`src/rtl/fpu_sched_pkg.sv`:
```
// rtl/fpu_sched_pkg.sv - shared types and constants for the FPU round-robin scheduler
package fpu_sched_pkg;

    localparam logic        FP_ADD  = 1'b0;
    localparam logic        FP_MULT = 1'b1;
    localparam logic [31:0] FP_NAN  = 32'hFFFF_FFFF;

    // Tag id is sized for the largest supported NREQ (8); narrower tops use the low bits.
    localparam int TAG_IDW = 3;

    typedef struct packed {
        logic [31:0] a;
        logic [31:0] b;
        logic        op;
    } fpu_req_t;

    typedef struct packed {
        logic               v;
        logic [TAG_IDW-1:0] id;
    } tag_t;

endpackage

```
`src/rtl/fpu_rr_scheduler_arbiter.sv`:
```
// rtl/fpu_rr_scheduler_arbiter.sv - combinational round-robin pick starting at ptr
module rr_arbiter #(
    parameter int N = 4,
    parameter int W = $clog2(N)
) (
    input  logic [N-1:0] eligible,
    input  logic [W-1:0] ptr,
    output logic         grant_valid,
    output logic [W-1:0] grant_idx
);

    localparam int SW = W + 1;

    logic [SW-1:0] slot;

    // Scan from the farthest offset down so the nearest eligible slot after ptr wins.
    always_comb begin
        grant_valid = 1'b0;
        grant_idx   = '0;
        slot        = '0;
        for (int k = N - 1; k >= 0; k--) begin
            slot = {1'b0, ptr} + SW'(k);
            if (slot >= SW'(N)) begin
                slot = slot - SW'(N);
            end
            if (eligible[slot[W-1:0]]) begin
                grant_valid = 1'b1;
                grant_idx   = slot[W-1:0];
            end
        end
    end

endmodule

```
`src/rtl/fpu_rr_scheduler.sv`:
```
// rtl/fpu_rr_scheduler.sv - shares one fixed-latency FPU among NREQ requesters
module fpu_rr_scheduler
    import fpu_sched_pkg::*;
#(
    parameter int NREQ    = 4,
    parameter int FPU_LAT = 2
) (
    input  logic                  clk,
    input  logic                  rst_n,
    input  logic [NREQ-1:0]       req_valid,
    output logic [NREQ-1:0]       req_ready,
    input  logic [NREQ-1:0][31:0] req_a,
    input  logic [NREQ-1:0][31:0] req_b,
    input  logic [NREQ-1:0]       req_op,
    output logic [NREQ-1:0]       rsp_valid,
    input  logic [NREQ-1:0]       rsp_ready,
    output logic [NREQ-1:0][31:0] rsp_y,
    output logic [31:0]           fpu_a,
    output logic [31:0]           fpu_b,
    output logic                  fpu_sel,
    input  logic [31:0]           fpu_y,
    output logic                  busy,
    output logic [15:0]           nan_cnt
);

    localparam int IDW = $clog2(NREQ);

    tag_t            tag_q [FPU_LAT+1];
    logic [NREQ-1:0] in_flight;
    logic [NREQ-1:0] eligible;
    logic [IDW-1:0]  rr_ptr;
    logic [IDW-1:0]  grant_idx;
    logic            grant_valid;
    logic [IDW-1:0]  cap_id;
    tag_t            tag_in;

    always_comb begin
        in_flight = '0;
        for (int s = 0; s <= FPU_LAT; s++) begin
            if (tag_q[s].v) begin
                in_flight[tag_q[s].id[IDW-1:0]] = 1'b1;
            end
        end
    end

    // A held response blocks re-issue, so the capture slot is always free on return.
    assign eligible = req_valid & ~(in_flight | rsp_valid);
    assign busy     = (|in_flight) | (|rsp_valid);
    assign cap_id   = tag_q[FPU_LAT].id[IDW-1:0];
    assign tag_in   = '{v: grant_valid, id: TAG_IDW'(grant_idx)};

    rr_arbiter #(.N(NREQ)) u_arb (
        .eligible    (eligible),
        .ptr         (rr_ptr),
        .grant_valid (grant_valid),
        .grant_idx   (grant_idx)
    );

    always_comb begin
        req_ready = '0;
        if (grant_valid) begin
            req_ready[grant_idx] = 1'b1;
        end
    end

    always_ff @(posedge clk or negedge rst_n) begin
        if (!rst_n) begin
            fpu_a     <= '0;
            fpu_b     <= '0;
            fpu_sel   <= 1'b0;
            rr_ptr    <= '0;
            rsp_valid <= '0;
            rsp_y     <= '0;
            nan_cnt   <= '0;
            for (int s = 0; s <= FPU_LAT; s++) begin
                tag_q[s] <= '0;
            end
        end else begin
            if (grant_valid) begin
                fpu_a   <= req_a[grant_idx];
                fpu_b   <= req_b[grant_idx];
                fpu_sel <= req_op[grant_idx];
                rr_ptr  <= (grant_idx == IDW'(NREQ - 1)) ? '0 : grant_idx + 1'b1;
            end
            tag_q[0] <= tag_in;
            for (int s = 1; s <= FPU_LAT; s++) begin
                tag_q[s] <= tag_q[s-1];
            end
            for (int i = 0; i < NREQ; i++) begin
                if (rsp_valid[i] && rsp_ready[i]) begin
                    rsp_valid[i] <= 1'b0;
                end
            end
            if (tag_q[FPU_LAT].v) begin
                rsp_valid[cap_id] <= 1'b1;
                rsp_y[cap_id]     <= fpu_y;
                if (fpu_y == FP_NAN && nan_cnt != 16'hFFFF) begin
                    nan_cnt <= nan_cnt + 16'd1;
                end
            end
        end
    end

endmodule

```
`config.mk`:
```
export PLATFORM = sky130hd
export DESIGN_NAME = fpu_rr_scheduler
export DESIGN_NICKNAME = d
export VERILOG_FILES = /design/src/rtl/fpu_sched_pkg.sv /design/src/rtl/fpu_rr_scheduler_arbiter.sv /design/src/rtl/fpu_rr_scheduler.sv
export SDC_FILE = /design/constraint.sdc
export NUM_CORES = 1
export LEC_CHECK = 0
export CORE_AREA = 2 2 203 205
export CTS_CLUSTER_SIZE = 8
export DETAILED_ROUTE_END_ITERATION = 16
export DIE_AREA = 0 0 205 207
export SYNTH_ARGS = -nofsm -noshare
export SYNTH_HDL_FRONTEND = slang
export SYNTH_HIERARCHICAL = 1
export SYNTH_SLANG_ARGS = --single-unit
```
`constraint.sdc`:
```
create_clock -name clk -period 3.1 [get_ports clk]
set_clock_uncertainty 0.05 [all_clocks]
set_input_delay 0.62 -clock clk [delete_from_list [all_inputs] [get_ports clk]]
set_output_delay 0.62 -clock clk [all_outputs]
set_load 0.02 [all_outputs]
```
==> out/qor.txt <==
Outcome -> finished, violations left
Violated checks -> negative setup slack
Pin count of the biggest net entering global routing -> 79
FF+latch count, synth -> 224
IO Port Bufs -> 519
TritonRoute pass-1 iters -> 4
Final setup vio count -> 4
Slew margin rel. -> 0.568
Layout Nets -> 1542
Post-synth cell types -> 37
Fill count -> 3705
Worst Path Buf+Inv -> 3
CP max stage cell -> dfrtp_2
Worst hold slack -> 0.00603 ns
Cell chain of the critical path -> nand3_2 -> nand2_1 -> a311oi_2 -> buf_4 -> and2_4 -> mux2i_4 -> a211oi_4 -> buf_4 -> ha_4 -> and2_4 -> buf_6
TritonCTS sink count -> 224
Final min period -> 3.21 ns
Final Total Pwr -> 0.0215 W
DRT iter0 DRCs -> 297
HPWL after DPL -> 31800 µm
Die area -> 42400 µm²
VDD IR-drop max -> 0.829 mV
Vias in the first global route -> 8958
Drt drc -> 0
RSZ-0062 raised after global routing -> true
Largest cells by area after synthesis -> dfrtp_1 (55%), mux2_2 (22%), mux4_2 (14%)
Clk Latency, worst-skew pair -> 0.55 ns
Synth top area share -> 0.545
Seq/Total Area, Yosys -> 0.545
Final critical-path share of the clock period -> 1.04
Critical Path Source Type -> register
Clock-pin slew on the worst setup and hold paths -> 0.05 ns
Grt total ovfl -> 0
Post-synth EDFFs -> 0
Final Core Density -> 0.444
Syn Nets -> 960
Final Hold Vio Count -> 0
Critical Path RT -> 2.43 ns
DIE WIDTH -> 205 µm
CTS tree -> built
P_leak -> 7.23 nW
Slew @ Worst Pin -> 0.647 ns
Max FO, Critical Path -> 4
Area added between synthesis and finish -> 74.5%
Setup WS post-layout -> -0.114 ns
GP Congestion -> 0.848
Fin. max-slew vios -> 0
CP startpoint -> cap_id[1]
H-tree lvl count -> 1
Top FF cell, synth -> dfrtp_1
Kind of critical path -> register to output pin
Max_cap viols -> 0
Crit path max-delay family -> compound AO/OA/AOI/OAI gates
Routed len/inst -> 23.7 µm
Die height -> 207 µm
Clock Tree Buf Depth -> 3
CTS root buffer -> clkbuf_16
Initial antenna violation count -> 16
Slowest cell delay on critical path -> 0.43 ns
Critical Path AT -> 2.54 ns
Final ANT Viol Nets -> 0
Post-Route WL -> 42200 µm
Synth async-reset ratio -> 1.00
I/O pins -> 520
Row cnt -> 74
RR Startpoint -> cap_id[1]
Vias -> 8267
Syn avg cell area -> 15.7 µm²
Hold Crit Class -> input port to asynchronous set/reset pin
CP endpoint kind -> output pin
Placed insts -> 1714
YS warnings -> 6
Setup TNS -> -0.404 ns
First-pass GRT wire length -> 60000 µm
Gate Count Post-Synth -> 653
Pwr/cell area -> 1200 nW/µm²
Share of cells above drive strength 1 -> 0.328
Vias per cell -> 4.65
Synth Cell Area -> 10300 µm²
Dominant cell type by area after synthesis -> dfrtp_1
Initial core utilization -> 0.255
Max Clk Rate -> 311 MHz
CTS Buf Count -> 31
Post-route insts no fill -> 1777
Core area -> 40400 µm²
GR Util All Layers -> 0.192
==> through the flow <==
stage                     setup WS [ns]  cell area, µm²
final                            -0.114           17900
after global routing             -0.279           17900
after CTS                        -0.248           17400
after detailed placement         -0.315           16400
after global placement           -0.268           16400
after floorplan                  0.0198           10300
==> Yosys cell counts (5+ instances only) <==
cell      number
nor4_1         7
ha_1           5
buf_2         10
nand4_1       18
nor2_1        11
nand3_1        5
nand2_1       12
xor2_1        10
inv_1         10
dfrtp_1      224
mux2_2       197
mux4_2        65
nor3_1         9
and2_1         8
clkbuf_1      22
==> final timing paths <==
path	to	slack [ns]	cells past startpoint
setup / recovery	req_ready[1]	-0.11	11
setup reg to reg	fpu_b[29]	0.04	13
min in group clk	tag_q[7]	0.41	0
hold reg to reg	tag_q[7]	0.41	0
hold / removal	rsp_y[18]	0.006	1
max in group asynchronous	fpu_b[4]	2.26	2
==> cell type report <==
class                   instances  area, µm²  area share
diodes                         11       27.5     0.00153
inverters                      10       37.5     0.00209
clock inverters                 1       8.76    0.000488
well taps                     532        666      0.0371
flip-flops and latches        224       5610       0.313
repair buffers                586       6050       0.337
multi-input cells             382       4770       0.266
clock buffers                  31        776      0.0432
==> state kept, by name, summed over array words and instances (netlist names) <==
signal and flops:
nan_cnt 16, fpu_sel 1, rsp_valid 4, cap_id 2
rsp_y 128, fpu_b 32, tag_q 7, fpu_a 32
rr_ptr 2
==> cell usage in the layout, fill, tap and decap left out, types with 7 or more instances in the layout <==
cell,n
mux2_4,35
nand4_1,18
clkdlybuf4s50_1,514
nor2_1,9
buf_6,7
mux4_2,65
inv_1,8
and2_4,8
nor3_1,8
mux2_2,162
diode_2,11
buf_4,43
nand2_1,11
xor2_1,10
clkbuf_16,38
dfrtp_1,221
==> what timing repair did <==
item	4_1_cts	5_1_grt
hold buffers	0	0
pin swaps	13	10
gates cloned	3	8
setup buffers	4	7
endpoints found under the setup margin	40	67
hold endpoints to repair	0	0
resized for setup	49	66
==> routing by layer <==
metal / vias to the layer above / global-route usage / share of wire
met4: 6 / 0.0896 / 0.040
met5: - / 0 / 0.00081
met2: 342 / 0.335 / 0.51
met1: 4215 / 0.210 / 0.36
met3: 63 / 0.0620 / 0.082
li1: 3641 / - / -
==> where the power goes <==
part / internal (W) / switching (W) / leakage [nW]
Combinational: 0.00763 / 0.00569 / 4.21
Sequential: 0.00442 / 0.000832 / 2.64
Clock: 0.00173 / 0.00121 / 0.387
==> logic make-up (layout without fill, tap and decap cells) <==
| logic type | Yosys count | after routing | share of synthesized area |
|---|---|---|---|
| XOR/XNOR | 14 | 14 | 0.0119 |
| flip-flops | 224 | 224 | 0.545 |
| other | 0 | 11 | 0 |
| AND/OR/NAND/NOR | 91 | 91 | 0.0522 |
| adder cells (fa/ha/maj) | 5 | 5 | 0.00609 |
| AO/OA/AOI/OAI | 9 | 9 | 0.00597 |
| multiplexers | 263 | 263 | 0.359 |
| buffers and inverters | 47 | 628 | 0.0191 |
Note: power is estimated with default switching activity, not from simulation.
==> RTL edit 1, RTL diff (config.mk and constraints unchanged) <==
Put one more register stage on the output `nan_cnt`, with the module's reset. The value now appears one clock later. The other outputs are not delayed to match.
--- a/src/rtl/fpu_rr_scheduler.sv
+++ b/src/rtl/fpu_rr_scheduler.sv
@@ -26,2 +26,4 @@
     localparam int IDW = $clog2(NREQ);
+
+    logic [15:0] nan_cnt_s0;
 
@@ -73,3 +75,3 @@
             rsp_y     <= '0;
-            nan_cnt   <= '0;
+            nan_cnt_s0 <= '0;
             for (int s = 0; s <= FPU_LAT; s++) begin
@@ -96,4 +98,4 @@
                 rsp_y[cap_id]     <= fpu_y;
-                if (fpu_y == FP_NAN && nan_cnt != 16'hFFFF) begin
-                    nan_cnt <= nan_cnt + 16'd1;
+                if (fpu_y == FP_NAN && nan_cnt_s0 != 16'hFFFF) begin
+                    nan_cnt_s0 <= nan_cnt_s0 + 16'd1;
                 end
@@ -103,2 +105,10 @@
 
+    always_ff @(posedge clk or negedge rst_n) begin
+        if (!rst_n) begin
+            nan_cnt <= '0;
+        end else begin
+            nan_cnt <= nan_cnt_s0;
+        end
+    end
+
 endmodule
Function: changed (Yosys sat finds a counterexample within 10 cycles, from zero or initial values and one cycle with rst_n low).
==> RTL edit 1 against the unedited design <==
Highest routed layer is now met4. Synthesized area grew 3.4%. Total power is 3.2% higher. Largest cell class is now sequential cells. Cell area rose by 2.3%. Largest power group unchanged. Critical endpoint unchanged. Routed wire length down 3.8%. Count of clock-buffer cells in the layout grew 8. Via count decreased by 0.94%. Worst setup slack lost 0.079 ns. Sequential power increased by 4.2%. The run still ends with setup timing left. Sequential cell count increased by 16.
==> RTL edit 1: results (changes against the unedited design) <==
synthesis:
  synth.top_cells.by_count: "dfrtp_1 (240), mux2_2 (195), mux4_2 (65), clkbuf_1 (18), nand2_1 (15)"  # was dfrtp_1 (224), mux2_2 (197), mux4_2 (65), clkbuf_1 (22), nand4_1 (18)
  ys_seq_area_share_pct: 56.5  # was 54.5%
  yosys.area_share.adder_pct: 0.589  # was 0.609%
  synthMuxAreaShare_pct: 34.5  # was 35.9%
  netlist_top_cells_area: "dfrtp_1 (57%), mux2_2 (21%), mux4_2 (14%), xnor2_1 (0.82%), clkbuf_1 (0.64%)"  # was dfrtp_1 (55%), mux2_2 (22%), mux4_2 (14%), nand4_1 (1.1%), xor2_1 (0.85%)
  synth-compound-area-share_pct: 0.824  # was 0.597%
global_route:
  grt.met3_usage_pct: 5.30  # was 6.20%
  antenna_found_initial: 6  # was 16
  grt_usage_pct: 18.3  # was 19.2%
  grt_pass1_vias: 8828  # was 8958
  grtUsageMet1_pct: 20.4  # was 21.0%
  grt_max_degree: 77  # was 79
  grt_pass1_wl_mm: 57.6  # was 60.0 mm
  use_met2_pct: 33.9  # was 33.5%
clocking:
  numCtsBuffers: 36  # was 31
  worstSkewPairLatency_ns: 0.51  # was 0.55 ns
  h-tree-depth: 2  # was 1
power:
  max-vdd-ir-drop_mv: 0.770  # was 0.829 mV
  p_leak_uw: 0.00750  # was 0.00723 uW
drt:
  drt_wl_total_mm: 40.6  # was 42.2 mm
  vias_per_cell: 4.60  # was 4.65
  drt_iter0_markers: 262  # was 297
place:
  post-dp-hpwl_mm: 30.3  # was 31.8 mm
  dp_slack_ns: -0.350  # was -0.315 ns
critical_path:
  cp_max_fo: 3  # was 4
  r2r-start: "tag_q[7]"  # was cap_id[1]
  rr_worst_depth: 14  # was 13
  rrSetupSlack_ns: -0.08  # was 0.04 ns
  arrival_ns: 2.62  # was 2.54 ns
worst_hold_path:
  holdPathEnd: "nan_cnt[14]"
  worst_hold_path_type: "register to register"  # was input pin to asynchronous set/reset pin
final_layout:
  nets: 1552  # was 1542
  n_fill_cell: 3658  # was 3705
  drive_gt1_share_pct: 32.9  # was 32.8%
timing:
  fin_ws_ns: -0.194  # was -0.114 ns
  whs_ns: 0.368  # was 0.00603 ns
  setup_viol: 46  # was 4
status:
  violations: "setup timing"  # unchanged
  status: "finished, violations left"  # unchanged
-- RTL edit 1: cell count changes after synthesis, moves of 3 or more --
cell,change
dfrtp_1,+16
nand3_1,+5
xnor2_1,+6
nand2_1,+3
and3_1,+3
inv_1,-4
nand4_1,-9
buf_6,+3
nor4_1,-6
clkbuf_1,-4
nor3_1,-4
xor2_1,-5
-- RTL edit 1: critical path, cell delays in order (launching register included) --
cell,delay (ns)
dfrtp_1,0.39
buf_4,0.13
buf_4,0.12
nand3b_1,0.08
and4_4,0.24
and2_4,0.17
buf_4,0.13
a21oi_4,0.04
a211oi_4,0.28
buf_6,0.18
ha_4,0.12
and2_4,0.13
buf_6,0.11
-- RTL edit 1: final cells by class --
class                           instances  area [sq um]  share of cell area, %
Antenna cell                            1          2.50                 0.0136
Tap cell                              532           666                   3.63
Inverter                                6          22.5                  0.123
Clock inverter                          2          10.0                 0.0545
Timing Repair Buffer                  590          6000                   32.7
Clock buffer                           39           933                   5.09
Sequential cell                       240          6010                   32.7
Multi-Input combinational cell        371          4710                   25.7
-- RTL edit 1: worst max path at each step --
stage                     depth (start not counted)  slack [ns]         start            to
after global placement                            8       -0.32  req_valid[3]  req_ready[2]
after detailed placement                          8       -0.35  req_valid[3]  req_ready[2]
after global routing                             11       -0.36      tag_q[3]  req_ready[1]
after CTS                                        12       -0.18      tag_q[7]  req_ready[1]
final                                            12       -0.19      tag_q[7]  req_ready[1]
after floorplan                                  11      0.0004     cap_id[1]  req_ready[1]
-- RTL edit 1: metal layers --
| layer | vias up | wire [microns] |
|---|---|---|
| met1 | 4179 | 14600 |
| met5 | - | 0 |
| met4 | 0 | 829 |
| li1 | 3621 | - |
| met3 | 53 | 3360 |
| met2 | 336 | 21800 |
-- RTL edit 1: through the flow --
| step | total power (uW) | util, % | instances | area (sq um) |
|---|---|---|---|---|
| 3_3_place_gp | 17200 | 41.5 | 1710 | 16700 |
| 2_1_floorplan | 12200 | - | 653 | 10600 |
| 5_1_grt | 23400 | 45.5 | 1781 | 18400 |
| 6_report | 22200 | 45.5 | 1781 | 18400 |
| 3_5_place_dp | 17300 | 41.5 | 1710 | 16700 |
| 4_1_cts | 21200 | 44.3 | 1762 | 17900 |
-- RTL edit 1: repair_timing --
action / in CTS / in global routing
endpoints found under the setup margin: 49 / 66
resized for setup: 47 / 60
buffers inserted: 12 / 12
gates cloned: 0 / 7
hold endpoints to repair: 8 / 0
hold buffers: 1 / 0
pin swaps: 13 / 14
-- RTL edit 1: power by group --
group / switching, uW / internal [uW]
Clock: 1330 / 2090
Sequential: 842 / 4620
Combinational: 5750 / 7570
==> RTL edit 2, RTL diff (same flow settings) <==
Without the edit above. The parameter `FPU_LAT` goes from 2 to 4.
--- a/src/rtl/fpu_rr_scheduler.sv
+++ b/src/rtl/fpu_rr_scheduler.sv
@@ -5,3 +5,3 @@
     parameter int NREQ    = 4,
-    parameter int FPU_LAT = 2
+    parameter int FPU_LAT = 4
 ) (
Function: changed (Yosys sat finds a counterexample within 10 cycles, from zero or initial values and one cycle with rst_n low).
==> RTL edit 2 against the unedited design <==
The run still ends with setup timing left. Combinational power grew 11%. Sequential cell count is 6 higher. Largest power group unchanged. Cell area up 1.9%. Non-clock buffer count down 3. Critical endpoint is now req_ready[2]. Synthesized area up 1.9%. Routed wire length down 3.8%. Worst setup slack worse by 0.10 ns. Synthesized cell count up 2.5%. First-iteration DRC count shrank 3.7%. Total power is 9.3% higher.
==> RTL edit 2: results (changes against the unedited design) <==
timing:
  whs_ns: 0.0248  # was 0.00603 ns
  tightest_slew_ns: 0.578  # was 0.647 ns
  fin_tns_setup_ns: -6.19  # was -0.404 ns
  setup_viol: 56  # was 4
  fin_ws_ns: -0.216  # was -0.114 ns
  hold_violations: 0  # unchanged
global_route:
  grt_usage_pct: 18.7  # was 19.2%
  antenna_found_initial: 5  # was 16
  grt_pass1_vias: 9095  # was 8958
  grt_max_degree: 69  # was 79
  grt_pass1_wl_mm: 59.0  # was 60.0 mm
synthesis:
  ys_seq_area_share_pct: 55.0  # was 54.5%
  yosys.area_share.adder_pct: 0.598  # was 0.609%
  synthXorXnorAreaFrac_pct: 1.26  # was 1.19%
  syn_nets: 976  # was 960
  synth_cell_types: 41  # was 37
  yosysWarningCount: 6  # unchanged
  synthMuxAreaShare_pct: 34.9  # was 35.9%
  synth-async-reset-ratio_pct: 100  # unchanged
  netlist_top_cells_area: "dfrtp_1 (55%), mux2_2 (21%), mux4_2 (14%), xor2_1 (1.2%), nand4_1 (0.84%)"  # was dfrtp_1 (55%), mux2_2 (22%), mux4_2 (14%), nand4_1 (1.1%), xor2_1 (0.85%)
  synth.top_cells.by_count: "dfrtp_1 (230), mux2_2 (192), mux4_2 (65), clkbuf_1 (21), nand2_1 (19)"  # was dfrtp_1 (224), mux2_2 (197), mux4_2 (65), clkbuf_1 (22), nand4_1 (18)
  synth-compound-area-share_pct: 0.825  # was 0.597%
critical_path:
  reg2reg_to: "fpu_a[17]"  # was fpu_b[29]
  r2r-start: "cap_id[1]"  # unchanged
  rr_worst_depth: 14  # was 13
  arrival_ns: 2.65  # was 2.54 ns
  cp_max_fo: 3  # was 4
  rrSetupSlack_ns: -0.16  # was 0.04 ns
clocking:
  worstSkewPairLatency_ns: 0.50  # was 0.55 ns
  h-tree-depth: 2  # was 1
  hold_buffers: 0  # unchanged
  clk_pin_slew_worst_paths_ns: 0.05  # about the same
  numCtsBuffers: 35  # was 31
  clock_path_buffers: 3  # unchanged
  clockRootBuffer: "clkbuf_16"  # unchanged
place:
  gp_congestion: 0.863  # was 0.848
  portBuffers: 519  # unchanged
  post-dp-hpwl_mm: 30.3  # was 31.8 mm
final_layout:
  n_fill_cell: 3691  # was 3705
  nets: 1559  # was 1542
  top_regs: "rsp_y (128), fpu_a (32), fpu_b (32)"  # unchanged
  drive_gt1_share_pct: 32.1  # was 32.8%
drt:
  routedWlPerCell_microns: 22.6  # was 23.7 microns
  vias_per_cell: 4.65  # about the same
  first_pass_iters: 4  # unchanged
  drt_iter0_markers: 286  # was 297
status:
  violations: "setup timing"  # unchanged
  status: "finished, violations left"  # unchanged
power:
  p_leak_uw: 0.00746  # was 0.00723 uW
  max-vdd-ir-drop_mv: 0.940  # was 0.829 mV
worst_hold_path:
  worst_hold_path_type: "input pin to asynchronous set/reset pin"  # unchanged
-- RTL edit 2: cell count changes in the layout (fill, tap and decap cells not counted), sizes merged, moves of 3 or more --
cell	change
and3	+3
clkbuf	+6
dfrtp	+6
diode	-8
mux2	-4
nand2	+7
nand3	+3
nand4	-4
xnor2	-3
xor2	+4
-- RTL edit 2: what timing repair did --
| item | 4_1_cts | 5_1_grt |
|---|---|---|
| pin swaps | 10 | 9 |
| setup endpoints to repair | 58 | 70 |
| buffers inserted | 8 | 12 |
| gates resized for setup | 97 | 55 |
| cloned | 4 | 4 |
-- RTL edit 2: routing by layer --
layer	global-route usage (%)	up-vias	routed length, microns
met5	0	-	29
met4	5.41	4	853
met3	5.99	53	3310
met2	34.7	346	22000
met1	19.9	4262	14400
li1	-	3670	-
-- RTL edit 2: how the worst max path moves through the flow --
stage	start	to	slack (ns)	cells past startpoint
6_report	cap_id[1]	req_ready[2]	-0.22	11
5_1_grt	tag_q[11]	req_ready[2]	-0.35	10
4_1_cts	tag_q[7]	req_ready[1]	-0.29	13
3_5_place_dp	req_valid[3]	req_ready[1]	-0.37	10
3_3_place_gp	req_valid[3]	req_ready[1]	-0.31	10
2_1_floorplan	cap_id[0]	req_ready[2]	-0.009	13
-- RTL edit 2: final cells by class --
cell class	instances	area share, %
antenna	3	0.0411
clock buffer	40	4.89
clock inverter	2	0.0889
inverter	8	0.178
multi-input combinational	394	26.8
sequential	230	31.5
tap	532	3.64
timing repair buffer	583	32.8
-- RTL edit 2: logic make-up after synthesis --
| logic type | after synthesis |
|---|---|
| and+or+nand+nor | 102 |
| adders and majority gates | 5 |
| xor gates and xnor gates | 15 |
| buffers and inverters | 45 |
| DFF | 230 |
| muxes | 259 |
| AOI/OAI and AO/OA | 13 |
-- RTL edit 2: where the power goes --
part / internal (uW) / switching (uW) / total, uW
combinational: 8500 / 6250 / 14700
clock: 2010 / 1310 / 3320
sequential: 4550 / 893 / 5440
-- RTL edit 2: worst max-delay path, stage by stage (launching register included) --
cell      delay (ns)
dfrtp_1         0.40
buf_6           0.13
nor3b_4         0.24
nor4_2          0.09
buf_4           0.14
and3_4          0.15
buf_4           0.14
a211oi_4        0.30
inv_2           0.10
ha_2            0.19
and2_4          0.15
buf_6           0.12
-- RTL edit 2: per-stage QoR --
step                      util [%]  total power, uW  setup slack [ns]  instances  area, sq um
after floorplan                  -            12700          -0.00870        669        10500
after global routing          45.3            24800            -0.352       1791        18300
after detailed placement      41.1            18000            -0.367       1725        16600
after CTS                     44.5            22900            -0.286       1779        18000
final                         45.3            23500            -0.216       1792        18300
after global placement        41.1            17900            -0.311       1725        16600
